File: src/rtl/tm1638_pkg.sv
// tm1638_pkg: shared state encodings and display constants for TM1638 feeders.
package tm1638_pkg;
  typedef enum logic [2:0] {
    ST_START,
    ST_IDLE,
    ST_LOAD,
    ST_PREP,
    ST_ISSUE,
    ST_DRAIN,
    ST_NEXT
  } state_t;
  localparam int FRAME_LEN = 16;
  localparam logic [3:0] LAST_ADDR = 4'(FRAME_LEN - 1);
  // Digits sit on even addresses, LEDs on the odd address that follows each digit.
  localparam logic DIGIT_BASE = 1'b0;
  // Indexed by nibble; bit0 = segment a .. bit6 = segment g.
  localparam logic [15:0][6:0] SEG_LUT = {
    7'h71, 7'h79, 7'h5E, 7'h39, 7'h7C, 7'h77, 7'h6F, 7'h7F,
    7'h07, 7'h7D, 7'h6D, 7'h66, 7'h4F, 7'h5B, 7'h06, 7'h3F
  };
endpackage

File: src/rtl/tm1638_hex_to_seg.sv
// tm1638_hex_to_seg: nibble plus decimal point to TM1638 segment byte.
module tm1638_hex_to_seg
  import tm1638_pkg::*;
(
  input  logic [3:0] nibble,
  input  logic       dp,
  output logic [7:0] seg_byte
);
  assign seg_byte = {dp, SEG_LUT[nibble]};
endmodule

File: src/rtl/tm1638_frame_writer.sv
// tm1638_frame_writer: snapshots hex/dots/LEDs and streams 16 single-address
// writes to a TM1638 driver, optionally skipping bytes that have not changed.
module tm1638_frame_writer
  import tm1638_pkg::*;
#(
  parameter logic SKIP_UNCHANGED = 1'b1
) (
  input  logic        CLK_IN,
  input  logic        RST_IN,
  input  logic [31:0] HEX_VALUE,
  input  logic [7:0]  DOTS,
  input  logic [7:0]  LEDS,
  input  logic        UPDATE,
  input  logic        READY_IN,
  output logic [7:0]  DATA_OUT,
  output logic [3:0]  ADDR_OUT,
  output logic        WRITE_OUT,
  output logic        BUSY
);
  state_t      state_q, state_d;
  logic [3:0]  idx_q, idx_d, addr_q, addr_d;
  logic [7:0]  data_q, data_d, dots_q, dots_d, leds_q, leds_d;
  logic [31:0] hex_q, hex_d;
  logic        pending_q, pending_d;
  logic [15:0] valid_q, valid_d;
  logic [7:0]  shadow_q [FRAME_LEN];
  logic [7:0]  shadow_d [FRAME_LEN];
  logic [2:0]  pos;
  logic [7:0]  digit_byte, byte_w;
  logic        skip;

  // Digit 0 is leftmost, so it maps to the most significant nibble/bit.
  assign pos = ~idx_q[3:1];

  tm1638_hex_to_seg u_enc (
    .nibble   (hex_q[{pos, 2'b00} +: 4]),
    .dp       (dots_q[pos]),
    .seg_byte (digit_byte)
  );

  assign byte_w    = (idx_q[0] == DIGIT_BASE) ? digit_byte : {7'b0, leds_q[pos]};
  assign skip      = SKIP_UNCHANGED && valid_q[idx_q] && (shadow_q[idx_q] == byte_w);
  assign DATA_OUT  = data_q;
  assign ADDR_OUT  = addr_q;
  assign WRITE_OUT = (state_q == ST_ISSUE);
  assign BUSY      = (state_q != ST_IDLE);

  always_comb begin
    state_d   = state_q;
    idx_d     = idx_q;
    addr_d    = addr_q;
    data_d    = data_q;
    hex_d     = hex_q;
    dots_d    = dots_q;
    leds_d    = leds_q;
    valid_d   = valid_q;
    shadow_d  = shadow_q;
    pending_d = pending_q | (UPDATE && state_q != ST_IDLE && state_q != ST_LOAD);
    case (state_q)
      ST_START: state_d = READY_IN ? ST_LOAD : ST_START;
      ST_IDLE:  state_d = UPDATE ? ST_LOAD : ST_IDLE;
      ST_LOAD: begin
        hex_d     = HEX_VALUE;
        dots_d    = DOTS;
        leds_d    = LEDS;
        idx_d     = '0;
        pending_d = 1'b0;
        state_d   = ST_PREP;
      end
      ST_PREP: begin
        if (skip) begin
          state_d = ST_NEXT;
        end else if (READY_IN) begin
          data_d  = byte_w;
          addr_d  = idx_q;
          state_d = ST_ISSUE;
        end
      end
      ST_ISSUE: begin
        if (!READY_IN) begin
          shadow_d[idx_q] = data_q;
          valid_d[idx_q]  = 1'b1;
          state_d         = ST_DRAIN;
        end
      end
      ST_DRAIN: state_d = READY_IN ? ST_NEXT : ST_DRAIN;
      ST_NEXT: begin
        if (idx_q == LAST_ADDR) begin
          // An UPDATE landing on this very cycle must not be lost in IDLE.
          state_d = (pending_q || UPDATE) ? ST_LOAD : ST_IDLE;
        end else begin
          idx_d   = idx_q + 4'd1;
          state_d = ST_PREP;
        end
      end
      default: state_d = ST_START;
    endcase
  end

  always_ff @(posedge CLK_IN or negedge RST_IN) begin
    if (!RST_IN) begin
      state_q   <= ST_START;
      idx_q     <= '0;
      addr_q    <= '0;
      data_q    <= '0;
      hex_q     <= '0;
      dots_q    <= '0;
      leds_q    <= '0;
      valid_q   <= '0;
      pending_q <= 1'b0;
    end else begin
      state_q   <= state_d;
      idx_q     <= idx_d;
      addr_q    <= addr_d;
      data_q    <= data_d;
      hex_q     <= hex_d;
      dots_q    <= dots_d;
      leds_q    <= leds_d;
      valid_q   <= valid_d;
      pending_q <= pending_d;
    end
  end

  // Shadow contents are qualified by valid_q, so they need no reset.
  always_ff @(posedge CLK_IN) begin
    shadow_q <= shadow_d;
  end
endmodule

File: config.mk
export PLATFORM = sky130hd
export DESIGN_NAME = tm1638_frame_writer
export DESIGN_NICKNAME = d
export VERILOG_FILES = /design/src/rtl/tm1638_pkg.sv /design/src/rtl/tm1638_hex_to_seg.sv /design/src/rtl/tm1638_frame_writer.sv
export SDC_FILE = /design/constraint.sdc
export NUM_CORES = 1
export LEC_CHECK = 0
export BUFFER_PORTS_ARGS = -buffer_cell sky130_fd_sc_hd__buf_4
export CORE_UTILIZATION = 55
export DETAILED_ROUTE_END_ITERATION = 6
export PLACE_DENSITY_LB_ADDON = 0.2
export REMOVE_ABC_BUFFERS = 1
export SLEW_MARGIN = 20
export SYNTH_ARGS = -nofsm -noshare
export SYNTH_HDL_FRONTEND = slang
export SYNTH_SLANG_ARGS = --single-unit
export TNS_END_PERCENT = 5
File: constraint.sdc
create_clock -name CLK_IN -period 5.2 [get_ports CLK_IN]
set_input_delay 0.52 -clock CLK_IN [delete_from_list [all_inputs] [get_ports CLK_IN]]
set_output_delay 0.52 -clock CLK_IN [all_outputs]
set_load 0.02 [all_outputs]
# After elaboration in Yosys (flattened, before gate mapping)
# Memory sizes are Yosys's and may differ from the RTL's.
# Index checks and enable logic that the tools add are counted.
[totals]
romBits = 112
inputBits = 52
register_bits = 212
n_memories = 1
out_inout_bits = 14
wordCells = 93
[memory_table]
columns = ["name", "depth", "word_bits", "rd", "rd_clocked_by_memory_dff", "write_ports", "line_no", "text"]
rows = [
  ["(name not given)", 16, 7, 1, 0, 0, "tm1638_hex_to_seg.sv:9", "assign seg_byte = {dp, SEG_LUT[nibble]};"],
]
[classes]
reduce_logical = 12
eq_ne = 13
n_bitwise = 6
muxes = 28
add_sub_neg = 1
n_lt_le_gt_ge = 6
n_shift = 1
[ops]
columns = ["op", "n"]
rows = [
  ["128-bit bitwise mux", 1],
  ["8-bit binary-select mux with 4-bit select", 1],
  ["8-bit demux with 4-bit select", 1],
  ["8-bit two-way mux", 4],
  ["32-bit by 6-bit indexed part select with 4-bit output", 1],
  ["3-bit case mux with 7 select lines", 1],
  ["16-bit bitwise OR", 1],
  ["4-bit by 5-bit less-than comparator with 1-bit output, second input constant", 2],
  ["2-bit two-way mux", 5],
  ["3-bit equality test, second input constant", 3],
  ["3-bit two-way mux", 3],
  ["8-bit equality test", 1],
  ["4-bit case mux with 2 select lines", 1],
  ["7-bit two-way mux", 1],
  ["1-bit binary-select mux with 3-bit select", 2],
  ["3-bit by 2-bit equality test with 1-bit output, second input constant", 2],
  ["2-bit AND reduction", 3],
  ["5-bit greater-or-equal comparator, second input constant", 1],
  ["1-bit logical AND", 5],
  ["5-bit by 1-bit less-than comparator with 1-bit output, second input constant", 1],
  ["1-bit two-way mux", 5],
  ["4-bit inverter with 5-bit output", 1],
  ["4-bit by 1-bit adder with 4-bit output, second input constant", 1],
  ["1-bit binary-select mux with 4-bit select", 1],
  ["other kinds (17)", 19],
]

# Longest topological paths before layout
# Gate-level depths: netlist of the first run.
[depth]
depth_word = 9
depth_mapped = 13
depth_no_buf = 10

# Hierarchy
# Synthesis of the first run repeated with hierarchy kept, for this count alone.
[hier_totals]
hier_cells = 554
area_unflattened_um2 = 9280.2
[by_module_without_submodules]
columns = ["mod", "instances", "area_per_inst_um2", "seq_area_each_um2", "cells_per_inst"]
rows = [
  ["tm1638_frame_writer", 1, 8978.6, 5945.7, 520],
  ["tm1638_hex_to_seg", 1, 301.5, 0.0, 34],
]

# Worst setup path before layout of the first run
# Ideal clock, no wire load.
[synth_timing]
path_kind = "register -> register"
from = "register idx_q[1]"
to = "register addr_q[0] (netlist: ADDR_OUT[0])"
path_slack_ps = 1519
setup_time_ps = 125
required_time_ps = 5075
path_stages_with_launch = 14
arrival_ps = 3556
period_less_slack_ps = 3681
path_buffers = 3
path_cell_list = "dfrtp_1 > buf_6 > buf_6 > mux4_2 > mux2i_1 > inv_1 > ha_1 > mux2_4 > a221o_1 > xnor2_1 > nor3_2 > a211oi_4 > buf_6 > mux2_4"
[synth_via]
elab_chain_len = 9
word_cells_on_any_way = 19
classes_between = "eq/ne: 1; shift: 1; mux: 11; bitwise: 3; reduce/logical: 2; memory: 1"
[synth_rtl]
columns = ["item", "line_no", "text"]
rows = [
  ["start: declaration", "tm1638_frame_writer.sv:21", "logic [3:0] idx_q, idx_d, addr_q, addr_d;"],
  ["start signal: assignment", "tm1638_frame_writer.sv:113", "idx_q <= idx_d;"],
  ["3-bit inverter", "tm1638_frame_writer.sv:33", "assign pos = ~idx_q[3:1];"],
  ["32-bit by 6-bit indexed part select with 4-bit output", "tm1638_frame_writer.sv:36", ".nibble (hex_q[{pos, 2'b00} +: 4]),"],
  ["memory 16 x 7 bit", "n/a", ""],
  ["7-bit two-way mux (implied by the code)", "tm1638_hex_to_seg.sv:9", ""],
  ["8-bit two-way mux", "tm1638_frame_writer.sv:41", "assign byte_w = (idx_q[0] == DIGIT_BASE) ? digit_byte : {7'b0, leds_q[pos]};"],
  ["8-bit equality test", "tm1638_frame_writer.sv:42", "assign skip = SKIP_UNCHANGED && valid_q[idx_q] && (shadow_q[idx_q] == byte_w);"],
  ["1-bit logical AND (*)", "tm1638_frame_writer.sv:42", ""],
  ["1-bit inverter (no source line) (*)", "n/a", ""],
  ["3-bit AND reduction (no source line) (*)", "n/a", ""],
  ["end signal: assignment", "tm1638_frame_writer.sv:114", "addr_q <= addr_d;"],
  ["end: declaration", "tm1638_frame_writer.sv:21", ""],
]
# Mark *: on every way between the ends. The rest lies on a longest branch, timed or not. The select of a mux whose other input is x is not followed.
# A chain may end at the register's enable or synchronous reset.

# Final worst setup path of the first run
[layout_timing]
from = "register idx_q[1]"
to = "register addr_q[3] (netlist: ADDR_OUT[3])"
# The elaborated chain is that of the path after synthesis.

==> results of run 1 <==
[critical path, stage by stage, from the launching register on]
cell      delay [ns]
dfrtp_2         0.41
mux4_2          0.51
mux2i_1         0.61
inv_1           0.20
ha_1            0.30
mux2_4          0.28
a221o_1         0.38
xnor2_1         0.20
nor3_2          0.10
a211oi_4        0.69
mux2_2          0.41
[worst max path at each step]
stage / end / startpoint / cells past startpoint
global placement: ADDR_OUT[3] / idx_q[1] / 10
finish: ADDR_OUT[3] / idx_q[1] / 10
global route: ADDR_OUT[3] / idx_q[1] / 10
CTS: ADDR_OUT[3] / idx_q[1] / 10
detailed placement: DATA_OUT[2] / idx_q[1] / 10
floorplan: ADDR_OUT[3] / idx_q[1] / 10
[cell families after synthesis]
kind of cell | count (synthesis) | synth area share, %
and+or+nand+nor | 71 | 4.07
buffers and inverters | 42 | 2.28
xor gates and xnor gates | 8 | 0.769
adders and majority gates | 11 | 1.51
AOI/OAI and AO/OA | 30 | 2.40
muxes | 138 | 23.7
DFF | 212 | 65.3
[area by class of cell]
type	count	area [um^2]	area share (%)
sequential	212	5950	56.5
multi-input combinational	258	2960	28.1
clock buffer	33	674	6.41
timing repair buffer	75	569	5.41
tap	216	270	2.57
inverter	18	67.6	0.642
clock inverter	6	40.0	0.380
[state kept, by name, indices dropped and copies added (netlist names), 3 cells and up]
name	count
DATA_OUT	8
idx_q	4
valid_q	16
shadow_q	128
hex_q	32
state_q	3
leds_q	8
dots_q	8
ADDR_OUT	4
[per-stage QoR]
step | total power [mW] | setup WS, ns
after floorplan | 3.93 | 0.252
after global placement | 4.44 | 1.12
after detailed placement | 4.51 | 1.02
after CTS | 6.04 | 0.990
after global routing | 6.27 | 0.763
final | 6.00 | 0.956
[routing by layer]
layer / wire length (um) / vias up / share of wire [%]
li1: - / 2131 / -
met1: 8180 / 2510 / 45
met2: 8610 / 134 / 48
met3: 818 / 32 / 4.5
met4: 432 / 0 / 2.4
met5: 0 / - / 0
[power by group through the flow]
stage | clock network (mW) | registers, mW | logic [mW]
5_1_grt | 1.60 | 2.58 | 2.09
3_5_place_dp | 0 | 2.56 | 1.95
6_report | 1.52 | 2.53 | 1.95
2_1_floorplan | 0 | 2.56 | 1.37
3_3_place_gp | 0 | 2.54 | 1.90
4_1_cts | 1.55 | 2.53 | 1.96
[cell usage after synthesis, drive strengths merged, types with 2 or more instances]
cell    count  area [um^2]
mux4       53         1190
buf        14          103
or2        17          106
nand2      10         37.5
o21ai       7         38.8
clkbuf     10         37.5
o211ai      2         15.0
mux2i      28          305
edfxtp    128         3840
nor2b       2         12.5
xnor2       7         61.3
nor2       25         93.8
nor4        2         27.5
mux2       57          657
or3         2         12.5
nand2b      3         18.8
o22ai       2         12.5
ha         11          138
a21oi       7         35.0
inv        18         67.6
dfrtp      84         2100
nor3        5         30.0
[cell usage in the layout (no fill, tap or decap), drive strengths merged, types with 3 or more instances in the layout]
| master | netlist | layout |
|---|---|---|
| nand2b | 3 | 3 |
| edfxtp | 128 | 128 |
| xnor2 | 7 | 7 |
| nor3 | 5 | 5 |
| or2 | 17 | 17 |
| clkbuf | 10 | 33 |
| dfrtp | 84 | 84 |
| mux2i | 28 | 28 |
| inv | 18 | 18 |
| ha | 11 | 11 |
| o21ai | 7 | 7 |
| mux4 | 53 | 53 |
| nor2 | 25 | 25 |
| buf | 14 | 74 |
| clkinv | 0 | 6 |
| mux2 | 57 | 57 |
| nand2 | 10 | 10 |
| a21oi | 7 | 7 |
==> reports/metrics.yaml, run 1 <==
final_area_mm2: 0.0105
dieArea_mm2: 0.0171
route.detailed.drc: 0
yosys_most_used_dff: "edfxtp_1"
hold_violations: 0
fmax_mhz: 236
post-route-period-util_pct: 81.6
core-area_mm2: 0.0160
placed_area_mm2: 0.00980
fp.dieW_um: 131
r2r_cells: 10
end_kind: "flop"
internal-power_mw: 4.10
use_met2_pct: 34.5
hp-class: "in -> reg"
critPathKind: "reg -> reg"
powerDensity_mw_per_mm2: 570
clock_sinks: 212
fp.dieH_um: 131
clkLatencyLatePin_ns: 0.51
max_slew_margin_pct: 31.6
place_inst: 778
ys_ff_latch: 212
start_kind: "flop"
synth_area_per_cell_um2: 17.8
fin_util_pct: 65.8
finalSetupTns_ns: 0
post_cts_buffers: 0
seqPwrFrac_pct: 42.2
ctsHoldBuffers: 1
slew_violations: 0
cp.required_ns: 5.58
gp_congestion: 0.834
areaGrowthSynthToFinish_pct: 15.6
holdWs_ns: 0.239
pwr-share-comb_pct: 32.5
wl_um: 18000
grt_pass1_vias: 4893
clkTransAtPathRegs_ns: 0.06
grt_max_degree: 79
crit_arrival_ns: 4.62
avgRoutedWirePerCell_um: 22.1
met3_usage_pct: 3.42
synth_edf_count: 128
p_sw_mw: 1.89
critical_path_peak_fanout: 12
r2r_start: "idx_q[1]"
cts_buffer_depth: 3
drt-initial-drc-count: 364
vdd_ir_drop_max_uv: 332
tightest_slew_ns: 1.02
met1_usage_pct: 32.9
num_vias: 4807
diodes: 0
grt.overflow.total: 0
cap_violations: 0
via_per_inst: 5.88
grt_usage_pct: 22.2
status: "finished clean"
fillers: 1135
hold_path_end: "leds_q[5]"
yosysSeqAreaShare_pct: 65.3
worstHoldStart: "LEDS[5]"
io_pins: 66
final_cells: 818
first_pass_iters: 5
p_clk_share_pct: 25.3
r2r_setup_slack_ns: 0.96
p_leak_nw: 3.94
synth_area_mm2: 0.00911
nets: 650
postRouteAntennaNets: 0
finClkSkew_ns: 0.0228
fin_crit_ns: 4.24
final-setup-viol-count: 0
top_usage_layer: "met2"
initial_utilization_pct: 56.9
num_rows: 46
async_reset_ff_share_pct: 39.6
synth.distinct_cells: 50
tritoncts: "built"
port_buffers: 65
hold_depth: 2
dp_hpwl_um: 12000
antenna_found_initial: 0
rr_endpoint: "ADDR_OUT[3]"
netlist_instances: 512
layout-drive-gt1-share_pct: 40.7
grt_pass1_wl_um: 27500
ys.warnings.count: 0
root_buffer: "clkbuf_16"
rsz0062_at_grt: "false"
swShare_pct: 31.5
htree_levels: 1
cts_buffers: 22
ctsResizeCount: 0
Power figures use the tool's default switching activity.
==> run 2, diff against run 1 <==
==> constraint.sdc (replaced) <==
create_clock -name CLK_IN -period 4.1 [get_ports CLK_IN]
set_input_delay 0.41 -clock CLK_IN [delete_from_list [all_inputs] [get_ports CLK_IN]]
set_output_delay 0.41 -clock CLK_IN [all_outputs]
set_load 0.02 [all_outputs]
==> reports/metrics.yaml, run 2 (synthesis gave the netlist of run 1 again) <==
place_inst: 779
grt_pass1_vias: 4823
wl_um: 18400
multi_input_area_mm2: 0.00296
rsz0062_at_grt: "false"
ctsResizeCount: 0
cp_top_family: "multiplexers"
drt-initial-drc-count: 504
slowest_stage: "mux4_2"
powerDensity_mw_per_mm2: 739
post_cts_buffers: 0
slew_violations: 0
final_area_mm2: 0.0107
placed_area_mm2: 0.00983
critPathKind: "reg -> reg"
grt.overflow.total: 0
grt_max_degree: 85
fp.dieW_um: 131
fp.dieH_um: 131
tritoncts: "built"
num_rows: 46
fmax_mhz: 278
area.sequential_mm2: 0.00595
initial_utilization_pct: 56.9
r2r_cells: 11
dieArea_mm2: 0.0171
core-area_mm2: 0.0160
end_kind: "flop"
fin_crit_ns: 3.60
tightest_slew_ns: 1.14
pre_cts_ws_ns: 0.482
power_mw: 7.87
mostFrequentLayoutCells: "128 x edfxtp_1, 82 x dfrtp_1, 72 x buf_4"
violations: "hold timing"
dp_hpwl_um: 12100
status: "finished with violations"
p_leak_nw: 3.99
hp-class: "in -> async"
via_per_inst: 5.84
cts_buffer_depth: 3
io_pins: 66
vdd_ir_drop_max_uv: 534
nets: 650
post-route-period-util_pct: 87.8
first_pass_iters: 4
gp_congestion: 0.880
fillers: 1122
finClkSkew_ns: 0.0167
critical_path_peak_fanout: 12
start_kind: "flop"
root_buffer: "clkbuf_16"
grt_pass1_wl_um: 28400
top_regs: "shadow_q: 128 flops, hex_q: 32 flops, valid_q: 16 flops"
final-setup-viol-count: 0
clkTransAtPathRegs_ns: 0.06
largest_reg_flops: 128
slowest_delay_ns: 0.55
clkLatencyLatePin_ns: 0.51
cp.required_ns: 4.48
route.detailed.drc: 0
final_cells: 819
areaGrowthSynthToFinish_pct: 17.0
regMostFlops: "shadow_q"
cts_buffers: 22
worst_slack_ns: 0.502
avgRoutedWirePerCell_um: 22.5
fin_util_pct: 66.6
crit_arrival_ns: 3.98
holdWs_ns: -0.0447
layout-drive-gt1-share_pct: 41.6
port_buffers: 65
crit_cells: 11
htree_levels: 1
cap_violations: 0
antenna_found_initial: 0
final_common_cell: "edfxtp_1"
grt_usage_pct: 23.0
max_slew_margin_pct: 23.5
diodes: 0
crit_chain: "mux4_2 -> mux2i_4 -> inv_1 -> ha_1 -> mux2_4 -> a221o_1 -> xnor2_1 -> nor3_2 -> a211oi_4 -> buf_4 -> mux2_2"
clock_sinks: 212
crit_buf_inv: 2
hold_violations: 55
ctsHoldBuffers: 0
num_vias: 4783
postRouteAntennaNets: 0
run 2: power by group:
group	internal (mW)	total, mW	switching, mW
Clock	1.38	2.20	0.818
Combinational	1.29	2.44	1.14
Sequential	2.80	3.24	0.440
Total	5.47	7.87	2.40
run 2: metal layers:
metal,wire length [um],GRT usage (%)
met1,7970,33.4
met2,8880,35.6
met3,1250,5.21
met4,337,6.42
met5,0,0
run 2: layout make-up:
class | instances | share of cell area, %
clock buffer | 29 | 5.79
timing repair buffer | 75 | 5.56
multi-input combinational | 258 | 27.8
sequential | 212 | 55.8
clock inverter | 11 | 1.87
inverter | 18 | 0.634
tap | 216 | 2.54
run 2: worst paths after layout:
kind                             from          end  slack [ns]
max                          idx_q[1]  ADDR_OUT[3]        0.50
min                            RST_IN     idx_q[0]       -0.04
max reg2reg                  idx_q[1]  ADDR_OUT[3]        0.50
min reg2reg                valid_q[7]   valid_q[7]        0.46
max in group asynchronous      RST_IN     idx_q[1]        3.57
min in group CLK_IN           LEDS[3]    leds_q[3]        0.13
run 2: worst register-to-register path, delay by kind of cell, from the launching register on:
family                     cells  cell delay (ns)
adders and majority gates      1             0.26
and+or+nand+nor                1             0.10
AOI/OAI and AO/OA              2             0.58
muxes                          4             1.48
buffers and inverters          2             0.41
DFF                            1             0.47
xor gates and xnor gates       1             0.20
run 2: stage by stage:
step / TNS, ns / hold slack (ns)
after global placement: 0 / 0.447
final: 0 / -0.0447
after CTS: 0 / 0.116
after floorplan: -9.42 / 0.114
after detailed placement: 0 / 0.449
after global routing: 0 / 0.00673
